--- config.mk ---
export PLATFORM = sky130hd
export DESIGN_NAME = rf_wb_arbiter
export DESIGN_NICKNAME = d
export VERILOG_FILES = /design/src/rtl/rf_wb_arbiter.sv
export SDC_FILE = /design/constraint.sdc
export NUM_CORES = 1
export LEC_CHECK = 0
export BUFFER_PORTS_ARGS = -buffer_cell sky130_fd_sc_hd__buf_2
export CAP_MARGIN = 40
export CORE_MARGIN = 3
export CORE_UTILIZATION = 54
export DETAILED_ROUTE_END_ITERATION = 8
export GPL_TIMING_DRIVEN = 0
export PLACE_DENSITY = 0.89
export SLEW_MARGIN = 5
export SYNTH_ARGS = -nofsm -noshare
export SYNTH_HDL_FRONTEND = slang
export SYNTH_SLANG_ARGS = --single-unit
--- constraint.sdc ---
create_clock -name clk -period 9.9 [get_ports clk]
set_input_delay 0.495 -clock clk [delete_from_list [all_inputs] [get_ports clk]]
set_output_delay 0.495 -clock clk [all_outputs]
set_load 0.1 [all_outputs]
--- src/rtl/rf_wb_arbiter.sv ---
// ---------------------------------------------------------------------------
// rf_wb_arbiter
//
// Owns the single register-file write port and arbitrates writeback among
// the ALU, LSU and host/debug requesters. A per-register pending-write
// scoreboard is set when an instruction issues and cleared when its ALU or
// LSU result is written back. Decode reads it to stall RAW hazards.
//
// Arbitration: ALU > LSU > host by default. LSU and host each keep a
// starvation counter. A counter that has reached STARVE_LIMIT forces that
// requester to win over the ALU. A starved LSU beats a starved host.
// The host is only eligible when its destination is not busy. This prevents
// a host write from racing an in-flight producer (WAW).
//
// Ports
//   clk, rst_n                 clock, asynchronous active-low reset
//   alu_valid/rd/data, _ready  ALU writeback request / accept
//   lsu_valid/rd/data, _ready  load writeback request / accept
//   host_valid/rd/data, _ready host/debug write request / accept
//   issue_valid, issue_rd      instruction issued that will write issue_rd
//   rs1, rs2 -> rs1/rs2_busy   combinational scoreboard lookups for decode
//   reg_we, rd, rd_data        registered register-file write port
// ---------------------------------------------------------------------------
module rf_wb_arbiter #(
    parameter int DATA_W       = 32,
    parameter int ADDR_W       = 5,
    parameter int NREG         = 32,
    parameter int STARVE_LIMIT = 4
) (
    input  logic              clk,
    input  logic              rst_n,

    input  logic              alu_valid,
    input  logic [ADDR_W-1:0] alu_rd,
    input  logic [DATA_W-1:0] alu_data,
    output logic              alu_ready,

    input  logic              lsu_valid,
    input  logic [ADDR_W-1:0] lsu_rd,
    input  logic [DATA_W-1:0] lsu_data,
    output logic              lsu_ready,

    input  logic              host_valid,
    input  logic [ADDR_W-1:0] host_rd,
    input  logic [DATA_W-1:0] host_data,
    output logic              host_ready,

    input  logic              issue_valid,
    input  logic [ADDR_W-1:0] issue_rd,

    input  logic [ADDR_W-1:0] rs1,
    input  logic [ADDR_W-1:0] rs2,
    output logic              rs1_busy,
    output logic              rs2_busy,

    output logic              reg_we,
    output logic [ADDR_W-1:0] rd,
    output logic [DATA_W-1:0] rd_data
);

    localparam int CNT_W = $clog2(STARVE_LIMIT + 1);
    localparam logic [CNT_W-1:0] CNT_MAX = CNT_W'(STARVE_LIMIT);

    logic [NREG-1:0]   busy;
    logic [NREG-1:0]   busy_set;
    logic [NREG-1:0]   busy_clr;
    logic [CNT_W-1:0]  lsu_cnt;
    logic [CNT_W-1:0]  host_cnt;

    logic              alu_elig;
    logic              lsu_elig;
    logic              host_elig;
    logic              grant_alu;
    logic              grant_lsu;
    logic              grant_host;
    logic              any_grant;
    logic [ADDR_W-1:0] win_rd;
    logic [DATA_W-1:0] win_data;

    // -----------------------------------------------------------------------
    // Arbitration. Readies are held low during reset so that no handshake
    // can complete while the write port is being cleared.
    // -----------------------------------------------------------------------
    // NOTE: every signal assigned here gets a default first, so no path
    // leaves one unassigned and no latch is inferred.
    always_comb begin
        alu_elig   = rst_n & alu_valid;
        lsu_elig   = rst_n & lsu_valid;
        host_elig  = rst_n & host_valid & ~busy[host_rd];

        grant_alu  = 1'b0;
        grant_lsu  = 1'b0;
        grant_host = 1'b0;

        if (lsu_elig && lsu_cnt == CNT_MAX) begin
            grant_lsu = 1'b1;
        end else if (host_elig && host_cnt == CNT_MAX) begin
            grant_host = 1'b1;
        end else if (alu_elig) begin
            grant_alu = 1'b1;
        end else if (lsu_elig) begin
            grant_lsu = 1'b1;
        end else if (host_elig) begin
            grant_host = 1'b1;
        end

        any_grant = grant_alu | grant_lsu | grant_host;

        win_rd   = '0;
        win_data = '0;
        if (grant_alu) begin
            win_rd   = alu_rd;
            win_data = alu_data;
        end else if (grant_lsu) begin
            win_rd   = lsu_rd;
            win_data = lsu_data;
        end else if (grant_host) begin
            win_rd   = host_rd;
            win_data = host_data;
        end
    end

    assign alu_ready  = grant_alu;
    assign lsu_ready  = grant_lsu;
    assign host_ready = grant_host;

    // -----------------------------------------------------------------------
    // Scoreboard update vectors. The set is applied after the clear, so an
    // issue and a writeback to the same register leave it busy (the issued
    // instruction is the newer producer). Host writes never clear.
    // -----------------------------------------------------------------------
    always_comb begin
        busy_set = '0;
        busy_clr = '0;
        if (issue_valid && issue_rd != '0) begin
            busy_set[issue_rd] = 1'b1;
        end
        if ((grant_alu || grant_lsu) && win_rd != '0) begin
            busy_clr[win_rd] = 1'b1;
        end
    end

    // Bit 0 is masked on every update so x0 can never read as busy.
    // NOTE: sequential state uses non-blocking assignments so all registers
    // sample pre-edge values regardless of statement order.
    always_ff @(posedge clk or negedge rst_n) begin
        if (!rst_n) begin
            busy <= '0;
        end else begin
            busy <= ((busy & ~busy_clr) | busy_set) & {{(NREG-1){1'b1}}, 1'b0};
        end
    end

    assign rs1_busy = busy[rs1];
    assign rs2_busy = busy[rs2];

    // -----------------------------------------------------------------------
    // Starvation counters: count cycles eligible-but-not-granted, saturate,
    // clear on grant or when the requester drops out of eligibility.
    // -----------------------------------------------------------------------
    always_ff @(posedge clk or negedge rst_n) begin
        if (!rst_n) begin
            lsu_cnt  <= '0;
            host_cnt <= '0;
        end else begin
            if (!lsu_elig || grant_lsu) begin
                lsu_cnt <= '0;
            end else if (lsu_cnt != CNT_MAX) begin
                lsu_cnt <= lsu_cnt + CNT_W'(1);
            end

            if (!host_elig || grant_host) begin
                host_cnt <= '0;
            end else if (host_cnt != CNT_MAX) begin
                host_cnt <= host_cnt + CNT_W'(1);
            end
        end
    end

    // -----------------------------------------------------------------------
    // Registered write port. A grant to x0 completes the handshake but does
    // not pulse reg_we; rd/rd_data hold unless a real write is presented.
    // Async reset also discards a write that was queued for the next cycle.
    // -----------------------------------------------------------------------
    always_ff @(posedge clk or negedge rst_n) begin
        if (!rst_n) begin
            reg_we  <= 1'b0;
            rd      <= '0;
            rd_data <= '0;
        end else begin
            reg_we <= any_grant && win_rd != '0;
            if (any_grant && win_rd != '0) begin
                rd      <= win_rd;
                rd_data <= win_data;
            end
        end
    end

endmodule

==> results of run 1 <==
## power by group
part / total, uW / internal [uW] / switching (uW)
logic: 404 / 116 / 288
clock network: 269 / 144 / 125
registers: 383 / 346 / 36.3
## cells in the mapped netlist (3+ instances only)
cell,n
ha_1,4
nand2b_1,6
mux2i_1,35
clkbuf_1,24
inv_1,65
nand2_1,17
nor3_1,11
a221oi_1,4
a221o_1,3
nand4_1,4
o221ai_1,13
a21oi_1,28
a222oi_1,32
mux2_2,6
and2_1,7
o21ai_0,27
a31oi_1,16
dfrtp_1,75
nor2_1,21
o22ai_1,3
mux4_2,24
## sequential cells by signal, indices dropped and copies added (netlist names)
register and count:
busy 31, reg_we 1, lsu_cnt 3, rd_data 32, rd 5, host_cnt 3
## stage by stage
stage               area (sq um)  power, uW  hold slack [ns]  cells
detailed placement          5688      789.3           0.4621    732
floorplan                   4691      685.4           0.1994    459
global placement            5658      776.0           0.4553    731
CTS                         5912       1054          0.08266    748
finish                      5917       1055          0.07699    749
global route                5917       1097          0.09979    749
## cells in the final DEF, fill, tap and decap left out, types with 16 or more instances in the layout
master / count
a21oi_1: 28
a222oi_1: 32
a31oi_1: 16
buf_2: 168
clkbuf_1: 24
dfrtp_1: 75
inv_1: 65
mux2i_1: 35
mux4_2: 24
nand2_1: 17
nor2_1: 21
o21ai_0: 27
## layer usage
layer / global-route usage [%] / up-vias
met1: 36.25 / 2271
met4: 12.61 / 0
met3: 5.049 / 48
met5: 0 / -
met2: 50.21 / 286
li1: - / 2114
## kinds of logic after synthesis
logic type / count (synthesis)
xor gates and xnor gates: 2
AOI/OAI and AO/OA: 139
and+or+nand+nor: 78
DFF: 75
muxes: 65
adders and majority gates: 4
buffers and inverters: 96
## area by class of cell
cell class | instances | share of cell area (%)
Timing Repair Buffer | 169 | 14.72
Tap cell | 105 | 2.220
Multi-Input combinational cell | 288 | 41.07
Clock buffer | 9 | 2.093
Sequential cell | 75 | 31.72
Clock inverter | 7 | 1.692
Buffer | 30 | 2.305
Inverter | 66 | 4.187
## worst paths after layout
kind | startpoint | endpoint | slack, ns | depth (start not counted)
max | busy[5] | alu_ready | 5.86 | 8
min | rst_n | busy[16] | 0.08 | 1
max reg2reg | busy[23] | rd_data[8] | 6.00 | 10
min reg2reg | lsu_cnt[0] | lsu_cnt[0] | 0.47 | 1
max in group asynchronous | rst_n | rd[0] | 9.22 | 2
min in group clk | host_data[18] | rd_data[18] | 0.44 | 3
==> results.md, run 1 <==
* Slew HR at 47.09%
* Hold Fails Final Rpt at 0
* Vias at 4719
* Diode count at 0
* DRT Wirelength at 14.34 mm
* Setup-failing EPs final at 0
* Number of cell rows at 33
* Endpoint class of the critical path: output port
* Clock Tree Buf Depth at 2
* Core area at 8341 sq um
* DP HPWL at 11.28 mm
* VDD IR max at 158.3 uV
* Register bit total from synthesis at 75
* Critical Path AT at 3.55 ns
* Met2 wire length at 7.272 mm
* First-pass detailed-route iteration total at 9
* Pwr dens at 178.3 nW/um^2
* CP required at 9.41 ns
* I/O pin count at 175
* Mean Syn Cell Area at 10.22 sq um
* Setup TNS at 0 ns
* Initial DRC Count at 417
* Resized cells post-CTS at 0
* Final period util at 40.82%
* Final Skew at 0.01379 ns
* Drt wl/cell at 19.14 microns
* Highest Signal Layer: met4
* Yosys cell types at 46
* Number of synthesized flops with an enable pin at 0
* Initial antenna violation count at 0
* Synthesized instance count at 459
* Status: finished clean
* YS warnings at 0
* Synth Area in Simple Gates at 8.189%
* Main combinational cell family by area after synthesis: compound AO/OA/AOI/OAI gates
* Hold Crit Class: in -> async
* Reg area at 1877 sq um
* CP cell instances: mux2i_1 > mux4_2 > o22ai_1 > o221a_4 > and2_1 > clkbuf_1 > clkbuf_1 > buf_2
* Final WS setup at 5.859 ns
* Metal-1 WL at 5.280 mm
* Final nets at 775
* Port bufs at 167
* Share of cells above drive strength 1 at 34.94%
* Cell family with most CP delay: buffers and inverters
* Max-cap violations at 0
* Xor-xnor portion of the synthesized cell area at 0.3734%
* Buf/Inv on CP at 3
* Peak Freq at 247.5 MHz
* Core Util, Final at 70.94%
* Worst path most repeated cell: clkbuf_1
* Sequential share of the synthesized area at 40.01%
* Aggregate global-route resource usage at 29.18%
* Vias in the first global route at 4716
* CTS tree: done
* Largest net degree at the start of global routing at 51
* WL met3 at 1.254 mm
* Crit-path slowest cell: buf_2
* Total gr overflow at 0
* Pleak at 0.002833 uW
* Post-synth net total at 595
* Area taken by multi-input logic gates at 2430 sq um
* Crit-path max cell delay at 0.51 ns
* Slew @ Worst Pin at 0.7936 ns
* First-pass GRT wire length at 23.03 mm
* Gp weighted congestion at 0.9553
* Yosys top cell by area: dfrtp_1
* Final ANT Viol Nets at 0
* Die height at 99.20 microns
* Dominant cells by area after synthesis: dfrtp_1 (40%), mux4_2 (12%), mux2i_1 (7.5%)
* Ys flop type: dfrtp_1
* Post-layout min period at 4.041 ns
* Post-cts hold buffer count at 0
* Vias/cell at 6.300
* Chip Width at 99.20 microns
* Setup bufs post-CTS at 0
* Syn Std Cell Area at 4691 sq um
* Synth Area in Adders at 1.067%
* CP Max Fanout at 10
* RSZ-0062 raised after global routing: false
* Layout area overhead at 26.14%
* Clk Latency, worst-skew pair at 0.36 ns
* Synth async-reset ratio at 100.0%
* Post-synthesis mux area share at 20.43%
* Clock slew at reported path FFs at 0.08 ns
* Residual DRC at 0
* Slew Viols, Final at 0
* Initial Utilization at 56.24%
* Crit start category: flop
* Die area at 9841 sq um
* Synth Area in Compound Gates at 21.74%
* Cts bufs inserted at 9
* CTS root buf: clkbuf_8
* Sink Count at 75
* H-tree levels at 3
* Layout filler cell count at 619
* Worst setup path class: reg -> out
* Place WS at 5.558 ns
* Area share of the largest cell type after synthesis at 40.01%
No activity file was read; power rests on OpenSTA's default activity.
==> run 2: changes to the inputs <==
- CORE_UTILIZATION: 54 -> 50
- PLACE_DENSITY: 0.89 -> 0.83
- clock period: 9.9 -> 4.2 ns (I/O delays scaled with it)
==> results.md, run 2 (synthesis results as in run 1) <==
* Buf/Inv on CP at 3
* Share of cells above drive strength 1 at 34.88%
* Clock Tree Buf Depth at 2
* VDD IR max at 334.6 uV
* Critical Path AT at 4.11 ns
* Pleak at 0.002819 uW
* Peak Freq at 257.4 MHz
* Worst reg-to-reg setup slack at 0.31 ns
* Endpoint class of the critical path: flop
* Aggregate global-route resource usage at 28.99%
* Setup-failing EPs final at 0
* First-pass GRT wire length at 23.20 mm
* Chip Width at 102.9 microns
* Clk Latency, worst-skew pair at 0.36 ns
* RSZ-0062 raised after global routing: false
* Post-layout min period at 3.886 ns
* Cell family with most CP delay: compound AO/OA/AOI/OAI gates
* DP HPWL at 11.92 mm
* Reg area at 1877 sq um
* Pwr dens at 399.7 nW/um^2
* Final nets at 777
* R2R cell count at 11
* Post-route insts no fill at 753
* Diode count at 0
* Crit-path slowest cell: or4b_1
* Core area at 8934 sq um
* Final Skew at 0.01587 ns
* Max-cap violations at 0
* Crit-path max cell delay at 0.57 ns
* Die area at 10580 sq um
* Crit start category: flop
* CP Max Fanout at 10
* Vias at 4692
* Most frequent cells in the layout: buf_2 (168), dfrtp_1 (75), inv_1 (65), mux2i_1 (35), a222oi_1 (32)
* Top reg by flops: rd_data
* Worst path most repeated cell: mux2i_1
* Setup TNS at 0 ns
* DRT Wirelength at 15.30 mm
* Drt wl/cell at 20.32 microns
* Final period util at 92.52%
* Placed insts at 736
* Layout area overhead at 25.45%
* Port bufs at 167
* Gp weighted congestion at 0.9200
* H-tree levels at 3
* Initial Utilization at 52.51%
* Layout filler cell count at 725
* Worst setup path class: reg -> reg
* Initial antenna violation count at 0
* Final Power at 2352 uW
* Largest regs: rd_data x32, busy x31, rd x5
* RR Startpoint: busy[5]
* Hold Path Depth at 3
* Hold Fails Final Rpt at 0
* Slew Viols, Final at 0
* Hold Startpoint: host_data[30]
* Status: finished clean
* Reg-to-reg critical path endpoint: rd_data[8]
* CTS root buf: clkbuf_8
* Area taken by multi-input logic gates at 2436 sq um
* Sink Count at 75
* Initial DRC Count at 360
* Slew HR at 43.28%
* Cts bufs inserted at 9
* First-pass detailed-route iteration total at 9
* Slew @ Worst Pin at 0.8509 ns
* CP cell instances: mux2i_1 > mux4_2 > o22ai_1 > o2bb2ai_1 > clkbuf_1 > a221oi_2 > o211ai_1 > or4b_1 > buf_4 > buf_6 > mux2i_1
* Vias/cell at 6.231
* Most common cell after layout, fill and taps aside: buf_2
* Die height at 102.9 microns
* Setup bufs post-CTS at 0
* CTS tree: done
* Core Util, Final at 65.87%
* Residual DRC at 0
* Hold Crit Class: in -> reg
* CP required at 4.43 ns
* Number of cell rows at 34
* Worst Hold End: rd_data[30]
* Final ANT Viol Nets at 0
* Vias in the first global route at 4664
* Max FFs per register at 32
* Largest net degree at the start of global routing at 43
* Total gr overflow at 0
* I/O pin count at 175
* Clock slew at reported path FFs at 0.08 ns
run 2: cell count changes in the layout (fill, tap and decap cells not counted), sizes merged:
cell / previous run / this run
inv: 68 / 66
clkinvlp: 2 / 1
bufinv: 2 / 0
clkbuf: 33 / 34
dlygate4sd3: 0 / 1
clkinv: 1 / 4
buf: 175 / 176
run 2: cell type report:
type | instances | share of cell area (%)
Timing Repair Buffer | 171 | 15.18
Clock inverter | 5 | 0.5316
Multi-Input combinational cell | 288 | 41.40
Inverter | 66 | 4.210
Buffer | 30 | 2.318
Tap cell | 108 | 2.296
Sequential cell | 75 | 31.89
Clock buffer | 10 | 2.169
run 2: worst reg2reg max path, stage by stage (launching register included):
cell,delay (ns)
dfrtp_1,0.42
mux2i_1,0.10
mux4_2,0.47
o22ai_1,0.40
o2bb2ai_1,0.16
clkbuf_1,0.29
a221oi_2,0.52
o211ai_1,0.28
or4b_1,0.57
buf_4,0.23
buf_6,0.18
mux2i_1,0.14
run 2: power by group:
| group | switching (uW) | leakage [uW] | internal, uW |
|---|---|---|---|
| clock | 283 | 0.0000819 | 209 |
| sequential | 76.2 | 0.000902 | 817 |
| combinational | 691 | 0.00184 | 275 |
run 2: worst max-delay path by stage:
stage                     startpoint          end  slack, ns  cells after the start
after floorplan           host_rd[1]  rd_data[25]       0.72                     11
after global placement         rst_n  rd_data[13]      -0.71                     12
after detailed placement       rst_n   rd_data[8]      -0.06                     13
after CTS                      rst_n   rd_data[8]       0.22                     14
after global routing         busy[5]  rd_data[31]       0.16                     11
final                        busy[5]   rd_data[8]       0.31                     11
run 2: metrics by stage:
step / hold WS, ns / cell area, sq um / setup WS [ns]
after floorplan: -0.08559 / 4691 / 0.7227
after global placement: 0.4601 / 5662 / -0.7087
after detailed placement: 0.2262 / 5689 / -0.05739
after CTS: 0.1466 / 5878 / 0.2210
after global routing: 0.1611 / 5884 / 0.1597
final: 0.1467 / 5884 / 0.3143
run 2: what timing repair did:
item	in CTS	in global routing
gates resized for setup	0	1
endpoints found under the hold margin	40	0
setup endpoints to repair	0	20
hold buffers	2	0
run 2: layer usage:
layer	track usage, %	wire length [microns]	share of wire, %
met1	34.13	5559	36
met2	51.34	8076	53
met3	5.954	1218	8.0
met4	12.35	444	2.9
met5	0	0	0
